**config.mk**
```make
export PLATFORM = sky130hd
export DESIGN_NAME = lm_sm_sequencer
export DESIGN_NICKNAME = d
export VERILOG_FILES = /design/src/rtl/lm_sm_sequencer.sv
export SDC_FILE = /design/constraint.sdc
export NUM_CORES = 1
export LEC_CHECK = 0
export CAP_MARGIN = 10
export CORE_MARGIN = 2
export CORE_UTILIZATION = 23
export CTS_CLUSTER_SIZE = 28
export DETAILED_ROUTE_END_ITERATION = 10
export PLACE_DENSITY = 0.58
export SYNTH_ARGS = -nofsm -noshare
export SYNTH_HDL_FRONTEND = slang
export SYNTH_SLANG_ARGS = --single-unit
```
**constraint.sdc**
```tcl
create_clock -name clk -period 3.8 [get_ports clk]
set_input_delay 0.76 -clock clk [delete_from_list [all_inputs] [get_ports clk]]
set_output_delay 0.76 -clock clk [all_outputs]
set_load 0.01 [all_outputs]
```
**src/rtl/lm_sm_sequencer.sv**
```systemverilog
// Load-Multiple / Store-Multiple sequencer: walks a register mask from the
// lowest set bit upward, issuing one memory access per cycle at consecutive
// (wrapping) word addresses. Loads return to the register file one cycle later.
module lm_sm_sequencer #(
   parameter int unsigned ADDR_W = 6,
   parameter int unsigned DATA_W = 16,
   parameter int unsigned NREG   = 8
) (
   input  logic              clk,
   input  logic              reset,
   input  logic              start,
   input  logic              is_store,
   input  logic [ADDR_W-1:0] base_addr,
   input  logic [NREG-1:0]   reg_mask,
   output logic [2:0]        rf_raddr,
   input  logic [DATA_W-1:0] rf_rdata,
   output logic [ADDR_W-1:0] mem_addr,
   output logic [DATA_W-1:0] mem_in,
   output logic              mem_write_n,
   output logic              mem_read_n,
   input  logic [DATA_W-1:0] mem_out,
   output logic              rf_we,
   output logic [2:0]        rf_waddr,
   output logic [DATA_W-1:0] rf_wdata,
   output logic              busy,
   output logic              done
);

   typedef enum logic [1:0] {StIdle, StXfer, StDone} state_e;

   state_e            state_q, state_d;
   logic [NREG-1:0]   mask_q, mask_d;
   logic [ADDR_W-1:0] ptr_q, ptr_d;
   logic              store_q, store_d;
   logic [2:0]        tag_q, tag_d;
   logic              tag_valid_q, tag_valid_d;

   logic [ADDR_W-1:0] mem_addr_d;
   logic [DATA_W-1:0] mem_in_d;
   logic              mem_write_n_d, mem_read_n_d;
   logic              rf_we_d;
   logic [2:0]        rf_waddr_d;
   logic [DATA_W-1:0] rf_wdata_d;
   logic              busy_d, done_d;

   logic [2:0]        low_idx;

   // Lowest set bit of the remaining mask; scanning downward lets the lowest win.
   always_comb begin
      low_idx = '0;
      for (int i = NREG - 1; i >= 0; i--) begin
         if (mask_q[i]) low_idx = 3'(i);
      end
   end

   assign rf_raddr = low_idx;

   // Next-state and registered-output decode.
   always_comb begin
      state_d       = state_q;
      mask_d        = mask_q;
      ptr_d         = ptr_q;
      store_d       = store_q;
      tag_d         = tag_q;
      tag_valid_d   = 1'b0;
      mem_addr_d    = mem_addr;
      mem_in_d      = mem_in;
      mem_write_n_d = 1'b1;
      mem_read_n_d  = 1'b1;
      busy_d        = busy;
      done_d        = 1'b0;
      // Load capture: data for the read issued last cycle is on mem_out now.
      rf_we_d       = tag_valid_q;
      rf_waddr_d    = tag_valid_q ? tag_q : rf_waddr;
      rf_wdata_d    = tag_valid_q ? mem_out : rf_wdata;

      unique case (state_q)
         StIdle, StDone: begin
            state_d = StIdle;
            // busy is already low here, so a start held through done is taken.
            if (start) begin
               mask_d  = reg_mask;
               ptr_d   = base_addr;
               store_d = is_store;
               busy_d  = 1'b1;
               state_d = StXfer;
            end
         end
         StXfer: begin
            if (mask_q != '0) begin
               mem_addr_d = ptr_q;
               if (store_q) begin
                  mem_in_d      = rf_rdata;
                  mem_write_n_d = 1'b0;
               end else begin
                  mem_read_n_d = 1'b0;
                  tag_d        = low_idx;
                  tag_valid_d  = 1'b1;
               end
               mask_d = mask_q & ~(NREG'(1) << low_idx);
               ptr_d  = ptr_q + ADDR_W'(1);
            end else begin
               busy_d  = 1'b0;
               done_d  = 1'b1;
               state_d = StDone;
            end
         end
         default: state_d = StIdle;
      endcase
   end

   // State and output registers; reset aborts any transfer in flight.
   always_ff @(posedge clk or posedge reset) begin
      if (reset) begin
         state_q     <= StIdle;
         mask_q      <= '0;
         ptr_q       <= '0;
         store_q     <= 1'b0;
         tag_q       <= '0;
         tag_valid_q <= 1'b0;
         mem_addr    <= '0;
         mem_in      <= '0;
         mem_write_n <= 1'b1;
         mem_read_n  <= 1'b1;
         rf_we       <= 1'b0;
         rf_waddr    <= '0;
         rf_wdata    <= '0;
         busy        <= 1'b0;
         done        <= 1'b0;
      end else begin
         state_q     <= state_d;
         mask_q      <= mask_d;
         ptr_q       <= ptr_d;
         store_q     <= store_d;
         tag_q       <= tag_d;
         tag_valid_q <= tag_valid_d;
         mem_addr    <= mem_addr_d;
         mem_in      <= mem_in_d;
         mem_write_n <= mem_write_n_d;
         mem_read_n  <= mem_read_n_d;
         rf_we       <= rf_we_d;
         rf_waddr    <= rf_waddr_d;
         rf_wdata    <= rf_wdata_d;
         busy        <= busy_d;
         done        <= done_d;
      end
   end

endmodule

```
Word-level counts from Yosys, hierarchy flattened:

Cells that the tools add are included.

* multiplexer cells: 30
* add/sub/neg operators: 1
* reduce and logical (&&, ||, !) cells: 10
* equal/unequal tests: 5
* shifts and indexed selects: 1
* bitwise logic cells: 3

Operators by type and width (count)
* $mux W3: 8
* $mux W8: 2
* $pmux W8 S2: 1
* $mux W1: 13
* $mux W6: 2
* $pmux W6 S2: 1
* $reduce_and A3 Y1: 4
* $and A8 B8 Y8: 1
* $not A8 Y8: 1
* $reduce_bool A8 Y1: 1
* $shl A1 B3 Y8 const A: 1
* $add A6 B1 Y6 const B: 1
* $ne A2 B2 Y1 const B: 3
* $pmux W2 S2: 1
* $reduce_and A2 Y1: 2
* $eq A2 B1 Y1 const B: 1
* $eq A2 B2 Y1 const B: 1
* $logic_not A2 Y1: 1
* $mux W2: 1
* $pmux W1 S2: 1
* $reduce_bool A2 Y1: 1
* $reduce_or A2 Y1: 1
* $not A1 Y1: 1

* flip-flop bits (word level): 67
* input bits: 50
* logic and storage cells: 65

Logic depth before layout (Yosys ltp):

Gate-level depths: netlist (run 1).

* depth in word-level cells: 13
* mapped depth: 6
* gate-level depth less buffers: 5

Worst setup path before layout (run 1):

Ideal clock, no wire load.

* kind: reg2out
* start point: register mask_q[2]
* end point: output port rf_raddr[2]
* path buffers: 0
* cell stages (with the launch flop): 3
* required time: 3.040 ns
* path slack: 1.859 ns
* arrival time: 1.181 ns
* cell sequence: dfrtp_1 or4_4 nor2_2

* cells in the longest elaborated chain, start to end: 3

Ends and longest elaborated chain
* start: declaration: line 32 `logic [NREG-1:0] mask_q, mask_d;`
* start signal: assignment: line 132 `mask_q <= mask_d;`
* $mux W3 (3 in series): line 52 `if (mask_q[i]) low_idx = 3'(i);`
* end: declaration: line 15 `output logic [2:0] rf_raddr,`

Every way passes these cells.

Final worst setup path (run 1):

Ends and elaborated chain as after synthesis.

==> flow_summary_export.csv, run 1 <==
group,metric,value,unit
pwr,cellPowerDensity,954,nW/um^2
worst_setup_path,worst-setup-path-type,"reg2out",
synth,syn_avg_cell_area,13.3,um^2
pwr,p_int,0.00267,W
pwr,max_ir_drop_vdd,0.342,mV
detailed_routing,finalWirelength,6.47,mm
cts,clock_tree.buffer_depth,2,
synth,yosys_warnings,0,
sta,tightestPinTransition,1.01,ns
cts,cts_repair_resize_count,0,
cts,cts_tree,"built",
detailed_routing,post_drt_wl_per_cell,13.9,um
detailed_routing,route.detailed.drc,0,
die,die-width,115,um
synth,post_synth_main_area_contributors,"dfrtp_1 58%, mux2_2 10%, mux2_1 5.2%, nand2_1 2.3%, mux2_4 2.1%",
synth,synth_nets,262,
synth,postSynth.asyncResetShare,100,%
job,max_cap_viol_count,0,
synth,post-synth-top-area-fraction,57.8,%
worst_setup_path,worst_endpoint_data_arrival_time,2.14,ns
outcome,status,"finished clean",
cts,clock_insertion_delay_worst_skew,0.33,ns
grt,grtUsageTotal,10.2,%
synth,synth_top_area_cell,"dfrtp_1",
pwr,comb_power_share,46.0,%
grt,grt_first_pass_wirelength,10.3,mm
sta,timing.final.crit_share,76.2,%
finish,drive_above_1_share,19.5,%
cts,clk_root_buffer_cell,"clkbuf_16",
worst_setup_path,critical-path-top-delay-family,"simple AND/OR/NAND/NOR gates",
detailed_routing,met3WireLength,501,um
worst_setup_path,worstReg2RegStart,"state_q[1]",
worst_setup_path,worst-path-max-fanout,6,
pwr,switching_fraction,33.9,%
die,fp.coreArea,12000,um^2
worst_setup_path,cpPeakStageDelay,0.59,ns
synth,yosys.cell_types.count,45,
finish,n_antenna_cell,0,
synth,synth_seq_cells,67,
finish,finalCoreUtilization,35.4,%
worst_setup_path,reg2reg_setup_slack,1.71,ns
finish,finalNetCount,364,
synth,ys.flop_type,"dfrtp_1",
pwr,switching_power,0.00137,W
synth,syn_inst,211,
worst_hold_path,hold-path-endpoint,"tag_q[0]",
sta,slew_viol_final,0,
sta,max_freq,345,MHz
detailed_routing,antenna_left,0,
sta,period_needed,2.90,ns
synth,synthMostInstantiatedCell,"dfrtp_1",
grt,grt_residual_overflow,0,
cts,clk_pin_slew,0.06,ns
worst_setup_path,startpoint_type,"flip-flop",
grt,antenna_found_initial,0,
detailed_routing,vias_per_cell,4.46,
detailed_routing,firstDrtPassIters,4,
detailed_routing,routed-wl-met2,2.81,mm
cts,postCtsSetupBuffers,0,
synth,synth-seq-area-share,59.7,%
sta,report.final.setup_viol,0,
die,floorplan.initialDensity,23.5,%
cts,clock_sinks,67,
sta,max-slew-margin-rel,32.8,%
placement,io_buffers,98,
worst_setup_path,r2r_end,"mem_in[15]",
grt,via_count_of_the_first_global_routing_pass,2054,
detailed_routing,top_routing_layer_used,"met4",
cts,cts_hold_buf,0,
worst_hold_path,hold_path.startpoint,"tag_q[0]",
sta,final.setup_skew,0.00566,ns
detailed_routing,via_count,2074,
finish,fillers,1189,
pwr,totalPowerFinal,0.00404,W
pwr,part_of_the_total_power_dissipated_in_sequential_elements,33.7,%
pwr,static-leakage-power,1.77,nW
die,rows,40,
die,floorplan.io_pins,99,
placement,placedInstanceArea,3950,um^2
die,die-height,115,um
worst_setup_path,cpMaxStageDelayCell,"or4_4",
cts,cts_buffers,9,
worst_setup_path,worst_r2r_path_depth,4,
die,design.die.area,13100,um^2
detailed_routing,drt_iter0_markers,50,
synth,synth-edff-count,0,
worst_setup_path,timing.critical_path.required,3.04,ns
detailed_routing,met1_length,3.01,mm
sta,total_negative_slack,0,ns
synth,synth_top_cells_by_count,"65 x dfrtp_1, 26 x mux2_2, 17 x nand2_1",
finish,syn_to_final_growth,50.8,%
placement,finalWeightedCongestion,0.857,
grt,grt_start_max_net_pins,68,
worst_hold_path,worstHoldPathType,"reg2reg",
finish,final_non_filler_cell_area,4240,um^2
sta,final_hold_violation_count,0,
sta,grt_setup_unrepaired,"false",
worst_setup_path,critical_path.endpoint_type,"output pin",
cts,htree_num_levels,3,
sta,timing.hold.ws,0.476,ns
worst_hold_path,cell_count_of_the_worst_hold_path,2,
placement,detailedPlacementHpwl,4.56,mm
worst_setup_path,path_cells,"or4_4, nor2_2, clkdlybuf4s50_1",
synth,synthesis.area,2810,um^2
pwr,clock_power_share,20.3,%
worst_setup_path,worstPathBufferInverterCount,1,
[worst max-delay path by stage]
stage	startpoint	to	cells after the start
2_1_floorplan	reset	busy	1
3_3_place_gp	mask_q[2]	rf_raddr[2]	3
3_5_place_dp	mask_q[2]	rf_raddr[2]	3
4_1_cts	mask_q[2]	rf_raddr[2]	3
5_1_grt	mask_q[6]	rf_raddr[0]	5
6_report	mask_q[2]	rf_raddr[2]	3
[through the flow]
step           setup slack (ns)  cells
2_1_floorplan              1.36    211
3_3_place_gp               1.31    449
3_5_place_dp               1.28    449
4_1_cts                   0.905    465
5_1_grt                   0.846    465
6_report                  0.904    465
[layer usage]
layer	track usage (%)	vias to the layer above
met4	5.61	0
met5	0	-
li1	-	970
met1	13.2	1000
met2	14.9	91
met3	3.65	13
[sequential cells by signal, summed over array words and instances, names as in the netlist]
signal	count
rf_we	1
mem_in	16
mem_read_n	1
done	1
store_q	1
rf_waddr	3
ptr_q	6
rf_wdata	16
busy	1
mem_write_n	1
mem_addr	6
state_q	2
mask_q	8
tag_q	3
rf_we_d	1
[kinds of logic (layout without fill, tap and decap cells)]
| family | Yosys count | after routing | share of synthesized area, % |
|---|---|---|---|
| flip-flops | 67 | 67 | 59.7 |
| AND/OR/NAND/NOR | 50 | 50 | 9.83 |
| multiplexers | 44 | 44 | 18.1 |
| AO/OA/AOI/OAI | 34 | 34 | 9.43 |
| buffers and inverters | 15 | 122 | 2.49 |
| adder cells (fa/ha/maj) | 1 | 1 | 0.445 |
[cell usage in the layout (no fill, tap or decap), types with 2 or more instances in the layout]
| master | count |
|---|---|
| clkinv_2 | 3 |
| nand3_1 | 4 |
| o31ai_1 | 2 |
| a22o_1 | 4 |
| inv_1 | 3 |
| nor4_4 | 2 |
| nand2_1 | 17 |
| mux2_4 | 4 |
| nand2b_1 | 3 |
| mux2_2 | 26 |
| nor2b_1 | 2 |
| a21oi_1 | 2 |
| a22oi_1 | 2 |
| clkdlybuf4s50_1 | 98 |
| nor3_1 | 5 |
| o21ai_0 | 6 |
| dfrtp_1 | 65 |
| o22ai_1 | 3 |
| nor2_1 | 10 |
| mux2_1 | 13 |
| buf_4 | 2 |
| o221ai_1 | 2 |
| and3_1 | 2 |
| clkbuf_16 | 9 |
| a2bb2oi_1 | 3 |
| dfstp_2 | 2 |
| a31oi_1 | 2 |
| inv_2 | 3 |
[cell type report]
class                   instances  area [um^2]  share of cell area, %
clock buffers                  11          243                   5.72
clock inverters                 5         52.6                   1.24
inverters                       6         22.5                  0.531
multi-input cells             129         1060                   25.1
flip-flops and latches         67         1680                   39.6
well taps                     147          184                   4.34
repair buffers                100          996                   23.5
[power by group through the flow]
stage                     Sequential (W)  Clock (W)  Combinational [W]
final                            0.00136   0.000823            0.00186
after floorplan                  0.00142          0            0.00103
after CTS                        0.00137   0.000849            0.00189
after global routing             0.00142   0.000881            0.00200
after global placement           0.00136          0            0.00186
after detailed placement         0.00138          0            0.00188
[worst min-delay path, stage by stage (launching register included)]
cell and delay [ns]:
dfrtp_1 0.34, nand2_1 0.05, o31ai_1 0.05
Note: power is estimated with default switching activity, not from simulation.
==> run 2: changes to the inputs <==
==> constraint.sdc (replaced) <==
create_clock -name clk -period 3 [get_ports clk]
set_input_delay 0.6 -clock clk [delete_from_list [all_inputs] [get_ports clk]]
set_output_delay 0.6 -clock clk [all_outputs]
set_load 0.01 [all_outputs]
==> flow_summary_export.csv, run 2 (synthesis gave the netlist of run 1 again) <==
group,metric,value,unit
outcome,status,"finished clean",
worst_hold_path,worstHoldPathType,"reg2reg",
grt,via_count_of_the_first_global_routing_pass,2168,
detailed_routing,firstDrtPassIters,4,
sta,timing.hold.ws,0.487,ns
die,design.die.area,13100,um^2
cts,clk_root_buffer_cell,"clkbuf_16",
pwr,max_ir_drop_vdd,0.335,mV
worst_hold_path,cell_count_of_the_worst_hold_path,1,
worst_setup_path,critical_path.endpoint_type,"output pin",
placement,detailedPlacementHpwl,4.84,mm
worst_setup_path,cpPeakStageDelay,0.58,ns
cts,cts_hold_buf,0,
finish,finalNetCount,367,
detailed_routing,vias_per_cell,4.51,
finish,fillers,1201,
pwr,static-leakage-power,1.78,nW
sta,final.setup_skew,0.00563,ns
cts,clk_pin_slew,0.05,ns
sta,report.final.setup_viol,0,
worst_hold_path,hold-path-endpoint,"mem_in[15]",
cts,cts_tree,"built",
detailed_routing,drt_iter0_markers,57,
die,die-width,115,um
die,rows,40,
die,floorplan.initialDensity,23.5,%
sta,max-slew-margin-rel,47.6,%
cts,htree_num_levels,3,
finish,n_antenna_cell,0,
worst_setup_path,worst-setup-path-type,"reg2out",
worst_setup_path,timing.critical_path.required,2.40,ns
die,floorplan.io_pins,99,
detailed_routing,route.detailed.drc,0,
worst_setup_path,worst-path-max-fanout,6,
grt,grtUsageTotal,10.7,%
cts,cts_buffers,9,
grt,grt_residual_overflow,0,
sta,final_hold_violation_count,0,
worst_setup_path,worst_r2r_path_depth,4,
pwr,cellPowerDensity,1210,nW/um^2
finish,drive_above_1_share,19.6,%
job,max_cap_viol_count,0,
detailed_routing,post_drt_wl_per_cell,14.3,um
die,fp.coreArea,12000,um^2
sta,max_freq,370,MHz
grt,grt_start_max_net_pins,27,
die,die-height,115,um
worst_setup_path,path_cells,"or4_4, nor2_2, clkdlybuf4s50_1",
placement,io_buffers,98,
worst_setup_path,startpoint_type,"flip-flop",
detailed_routing,via_count,2109,
finish,biggestRegsByFlops,"mem_in: 16 flops, rf_wdata: 16 flops, mask_q: 8 flops",
cts,clock_sinks,67,
detailed_routing,antenna_left,0,
pwr,totalPowerFinal,0.00516,W
finish,most_common_cell_after_layout_fill_and_taps_aside,"clkdlybuf4s50_1",
detailed_routing,finalWirelength,6.70,mm
sta,total_negative_slack,0,ns
cts,cts_repair_resize_count,0,
grt,antenna_found_initial,0,
grt,grt_first_pass_wirelength,10.9,mm
sta,grt_setup_unrepaired,"false",
cts,postCtsSetupBuffers,0,
worst_setup_path,worstReg2RegStart,"state_q[1]",
cts,clock_tree.buffer_depth,2,
sta,slew_viol_final,0,
worst_setup_path,cpMaxStageDelayCell,"or4_4",
worst_setup_path,r2r_end,"mem_in[1]",
worst_hold_path,hold_path.startpoint,"mem_in[15]",
finish,syn_to_final_growth,51.7,%
finish,mostFrequentLayoutCells,"98 x clkdlybuf4s50_1, 65 x dfrtp_1, 26 x mux2_2",
sta,tightestPinTransition,0.786,ns
worst_setup_path,reg2reg_setup_slack,0.90,ns
worst_setup_path,worst_endpoint_data_arrival_time,2.10,ns
placement,finalWeightedCongestion,0.853,
cts,clock_insertion_delay_worst_skew,0.33,ns
sta,timing.final.crit_share,90.1,%
sta,period_needed,2.70,ns
[run 2: changes by cell type in the layout (fill, tap and decap cells not counted)]
| cell | previous run | this run |
|---|---|---|
| buf_4 | 2 | 5 |
| clkbuf_1 | 1 | 3 |
| clkbuf_8 | 1 | 2 |
| clkinvlp_4 | 1 | 0 |
| clkinv_2 | 3 | 1 |
[run 2: metal layers]
metal	share of wire (%)	up-vias	global-route usage (%)
met5	0	-	0
met3	6.8	10	2.81
li1	-	982	-
met4	1.9	0	5.85
met2	45	89	16.3
met1	46	1028	13.8
[run 2: worst max path at each step]
stage	startpoint	endpoint	slack, ns
final	mask_q[2]	rf_raddr[2]	0.30
after global routing	mask_q[6]	rf_raddr[0]	0.20
after CTS	mask_q[2]	rf_raddr[2]	0.29
after detailed placement	mask_q[2]	rf_raddr[2]	0.65
after global placement	mask_q[2]	rf_raddr[2]	0.67
after floorplan	reset	busy	0.72
[run 2: layout make-up]
cell class                 count  area (um^2)  area share, %
clock buffer                  14          264           6.19
timing repair buffer         103         1020           23.9
inverter                       6         22.5          0.528
clock inverter                 2         35.0          0.821
tap                          147          184           4.31
sequential                    67         1680           39.4
multi-input combinational    129         1060           24.9
[run 2: metrics by stage]
stage | utilization, % | instances | cell area [um^2] | setup slack (ns)
global placement | 33.2 | 452 | 3970 | 0.675
finish | 35.7 | 468 | 4270 | 0.298
floorplan | - | 211 | 2810 | 0.720
CTS | 35.7 | 468 | 4270 | 0.287
global route | 35.7 | 468 | 4270 | 0.201
detailed placement | 33.2 | 452 | 3970 | 0.651
[run 2: power by group]
| part | internal (W) | switching [W] | leakage, nW | total [W] |
|---|---|---|---|---|
| logic | 0.00137 | 0.00101 | 0.839 | 0.00238 |
| clock network | 0.000688 | 0.000362 | 0.147 | 0.00105 |
| registers | 0.00137 | 0.000361 | 0.796 | 0.00173 |
| total | 0.00343 | 0.00173 | 1.78 | 0.00516 |
[run 2: worst max-delay path: cells and delay by family, from the launching register on]
kind                   cells  cell delay [ns]
and+or+nand+nor            2             0.75
buffers and inverters      1             0.56
DFF                        1             0.47
==> run 3: changes to the inputs <==
--- a/config.mk
+++ b/config.mk
@@ -5,12 +5,13 @@
 export SDC_FILE = /design/constraint.sdc
 export NUM_CORES = 1
 export LEC_CHECK = 0
+export ABC_AREA = 1
 export CAP_MARGIN = 10
 export CORE_MARGIN = 2
-export CORE_UTILIZATION = 23
+export CORE_UTILIZATION = 45
 export CTS_CLUSTER_SIZE = 28
 export DETAILED_ROUTE_END_ITERATION = 10
-export PLACE_DENSITY = 0.58
+export PLACE_DENSITY = 0.9
 export SYNTH_ARGS = -nofsm -noshare
 export SYNTH_HDL_FRONTEND = slang
 export SYNTH_SLANG_ARGS = --single-unit
==> flow_summary_export.csv, run 3 <==
group,metric,value,unit
synth,synthesis.area,2900,um^2
sta,final.setup_skew,0.00830,ns
synth,postSynth.asyncResetShare,100,%
worst_setup_path,timing.critical_path.required,2.40,ns
pwr,static-leakage-power,1.89,nW
cts,cts_hold_buf,0,
synth,synth_top_area_cell,"dfrtp_1",
grt,grt_start_max_net_pins,31,
finish,finalNetCount,408,
worst_setup_path,worst_r2r_path_depth,7,
synth,synth_seq_cells,67,
sta,tightestPinTransition,0.784,ns
worst_setup_path,critical_path.endpoint_type,"output pin",
die,die-width,84.3,um
detailed_routing,via_count,2126,
sta,report.final.setup_viol,0,
pwr,comb_power_share,49.3,%
synth,synth-edff-count,0,
cts,htree_num_levels,3,
grt,antenna_found_initial,0,
cts,postCtsSetupBuffers,0,
outcome,status,"finished clean",
pwr,switching_fraction,35.8,%
synth,combinational_family_with_the_most_area_after_synthesis,"simple AND/OR/NAND/NOR gates",
finish,biggestRegsByFlops,"mem_in: 16 flops, rf_wdata: 16 flops, mask_q: 8 flops",
die,die-height,84.3,um
placement,io_buffers,98,
die,rows,29,
pwr,switching_power,0.00180,W
sta,max-slew-margin-rel,47.7,%
cts,clock_tree.buffer_depth,2,
cts,cts_buffers,9,
cts,clk_root_buffer_cell,"clkbuf_8",
detailed_routing,firstDrtPassIters,4,
placement,finalWeightedCongestion,0.836,
finish,n_antenna_cell,0,
detailed_routing,antenna_left,0,
die,floorplan.initialDensity,46.2,%
worst_setup_path,worst-setup-path-type,"reg2out",
job,max_cap_viol_count,0,
detailed_routing,post_drt_wl_per_cell,14.0,um
pwr,p_int,0.00323,W
synth,synth_top_cells_by_count,"65 x dfrtp_1, 59 x nand2_1, 25 x mux2_2",
worst_setup_path,worst_endpoint_data_arrival_time,1.95,ns
worst_setup_path,startpoint_type,"flip-flop",
pwr,part_of_the_total_power_dissipated_in_sequential_elements,32.8,%
cts,clk_pin_slew,0.07,ns
sta,max_freq,393,MHz
sta,timing.final.crit_share,84.9,%
cts,cts_tree,"built",
die,design.die.area,7100,um^2
sta,slew_viol_final,0,
worst_hold_path,worstHoldPathType,"reg2reg",
die,fp.coreArea,6280,um^2
finish,fillers,463,
finish,final_non_filler_cell_area,4170,um^2
detailed_routing,route.detailed.drc,0,
finish,drive_above_1_share,20.2,%
synth,yosys.cell_types.count,35,
sta,period_needed,2.55,ns
synth,post_synth_and_or_nand_nor_area_fraction,14.9,%
sta,grt_setup_unrepaired,"false",
synth,synth_xor_xnor_area_share,0.906,%
placement,placedInstanceArea,3930,um^2
synth,ys.flop_type,"dfrtp_1",
sta,timing.hold.ws,0.485,ns
detailed_routing,finalWirelength,6.14,mm
grt,via_count_of_the_first_global_routing_pass,2230,
synth,synth-adder-area-share,0.431,%
finish,mostFrequentLayoutCells,"98 x clkdlybuf4s50_1, 65 x dfrtp_1, 59 x nand2_1",
pwr,clock_power_share,17.9,%
finish,finalCoreUtilization,66.5,%
placement,detailedPlacementHpwl,4.55,mm
sta,total_negative_slack,0,ns
synth,yosys_warnings,0,
synth,synth-compound-area-share,6.30,%
cts,clock_sinks,67,
worst_setup_path,worst-path-max-fanout,7,
cts,clock_insertion_delay_worst_skew,0.34,ns
pwr,cellPowerDensity,1210,nW/um^2
placement,pre_cts_slack,0.832,ns
grt,grtUsageTotal,19.0,%
die,floorplan.io_pins,99,
synth,synth-seq-area-share,57.9,%
worst_hold_path,cell_count_of_the_worst_hold_path,2,
synth,syn_avg_cell_area,11.4,um^2
synth,post-synth-top-area-fraction,56.1,%
finish,most_common_cell_after_layout_fill_and_taps_aside,"clkdlybuf4s50_1",
sta,final_hold_violation_count,0,
cts,cts_repair_resize_count,0,
detailed_routing,vias_per_cell,4.84,
pwr,max_ir_drop_vdd,0.608,mV
synth,synth_nets,305,
grt,grt_first_pass_wirelength,10.5,mm
sta,final.setup.worst_slack,0.453,ns
detailed_routing,drt_iter0_markers,110,
synth,post_synth_main_area_contributors,"dfrtp_1 56%, mux2_2 9.7%, nand2_1 7.6%, mux2_4 4.7%, o21ai_0 3.1%",
synth,muxShareOfSynthArea,14.4,%
grt,grt_residual_overflow,0,
finish,syn_to_final_growth,43.8,%
synth,synthMostInstantiatedCell,"dfrtp_1",
synth,syn_inst,254,
run 3: cell count changes in the layout (fill, tap and decap cells not counted), moves of 5 or more:
cell / previous run / this run
clkbuf_8: 2 / 10
clkbuf_16: 9 / 0
mux2_4: 4 / 9
nand2_1: 17 / 59
mux2_1: 13 / 0
o21ai_0: 6 / 18
inv_1: 3 / 18
run 3: kinds of logic after synthesis:
| group | after synthesis |
|---|---|
| multiplexers | 34 |
| buffers and inverters | 31 |
| XOR/XNOR | 3 |
| AND/OR/NAND/NOR | 88 |
| AO/OA/AOI/OAI | 30 |
| flip-flops | 67 |
| adder cells (fa/ha/maj) | 1 |
run 3: final cells by class:
cell class	instances	area [um^2]	share of cell area, %
Clock inverter	5	100	2.40
Tap cell	77	96.3	2.31
Multi-Input combinational cell	156	1070	25.6
Timing Repair Buffer	100	996	23.9
Clock buffer	11	141	3.39
Inverter	23	88.8	2.13
Sequential cell	67	1680	40.3
run 3: metrics by stage:
stage	instances	total power, W
floorplan	254	0.00320
detailed placement	423	0.00416
finish	439	0.00503
global route	439	0.00541
CTS	439	0.00509
global placement	423	0.00405
run 3: worst paths after layout:
kind / start / slack (ns) / end
max: mask_q[2] / 0.45 / rf_raddr[2]
min: tag_q[0] / 0.48 / tag_q[0]
max reg2reg: state_q[1] / 1.17 / mask_q[4]
min reg2reg: tag_q[0] / 0.48 / tag_q[0]
max in group asynchronous: reset / 1.73 / mem_write_n
min in group asynchronous: reset / 0.54 / mem_in[7]
run 3: per-layer routing:
| layer | share of wire [%] | GRT usage, % | vias to the layer above |
|---|---|---|---|
| li1 | - | - | 1041 |
| met5 | 0 | 0 | - |
| met1 | 42 | 23.6 | 1001 |
| met2 | 50 | 31.0 | 73 |
| met4 | 1.8 | 9.53 | 0 |
| met3 | 6.4 | 4.62 | 11 |
run 3: power groups by stage:
stage / Clock, W / Sequential, W / Combinational, W
global route: 0.000968 / 0.00171 / 0.00273
global placement: 0 / 0.00164 / 0.00241
finish: 0.000899 / 0.00165 / 0.00248
detailed placement: 0 / 0.00167 / 0.00249
floorplan: 0 / 0.00175 / 0.00145
CTS: 0.000920 / 0.00166 / 0.00251
run 3: critical path, stage by stage, from the launching register on:
cell and delay [ns]:
dfrtp_1 0.39, nor2_1 0.18, nand3_2 0.14, a21oi_2 0.29, clkdlybuf4s50_1 0.61
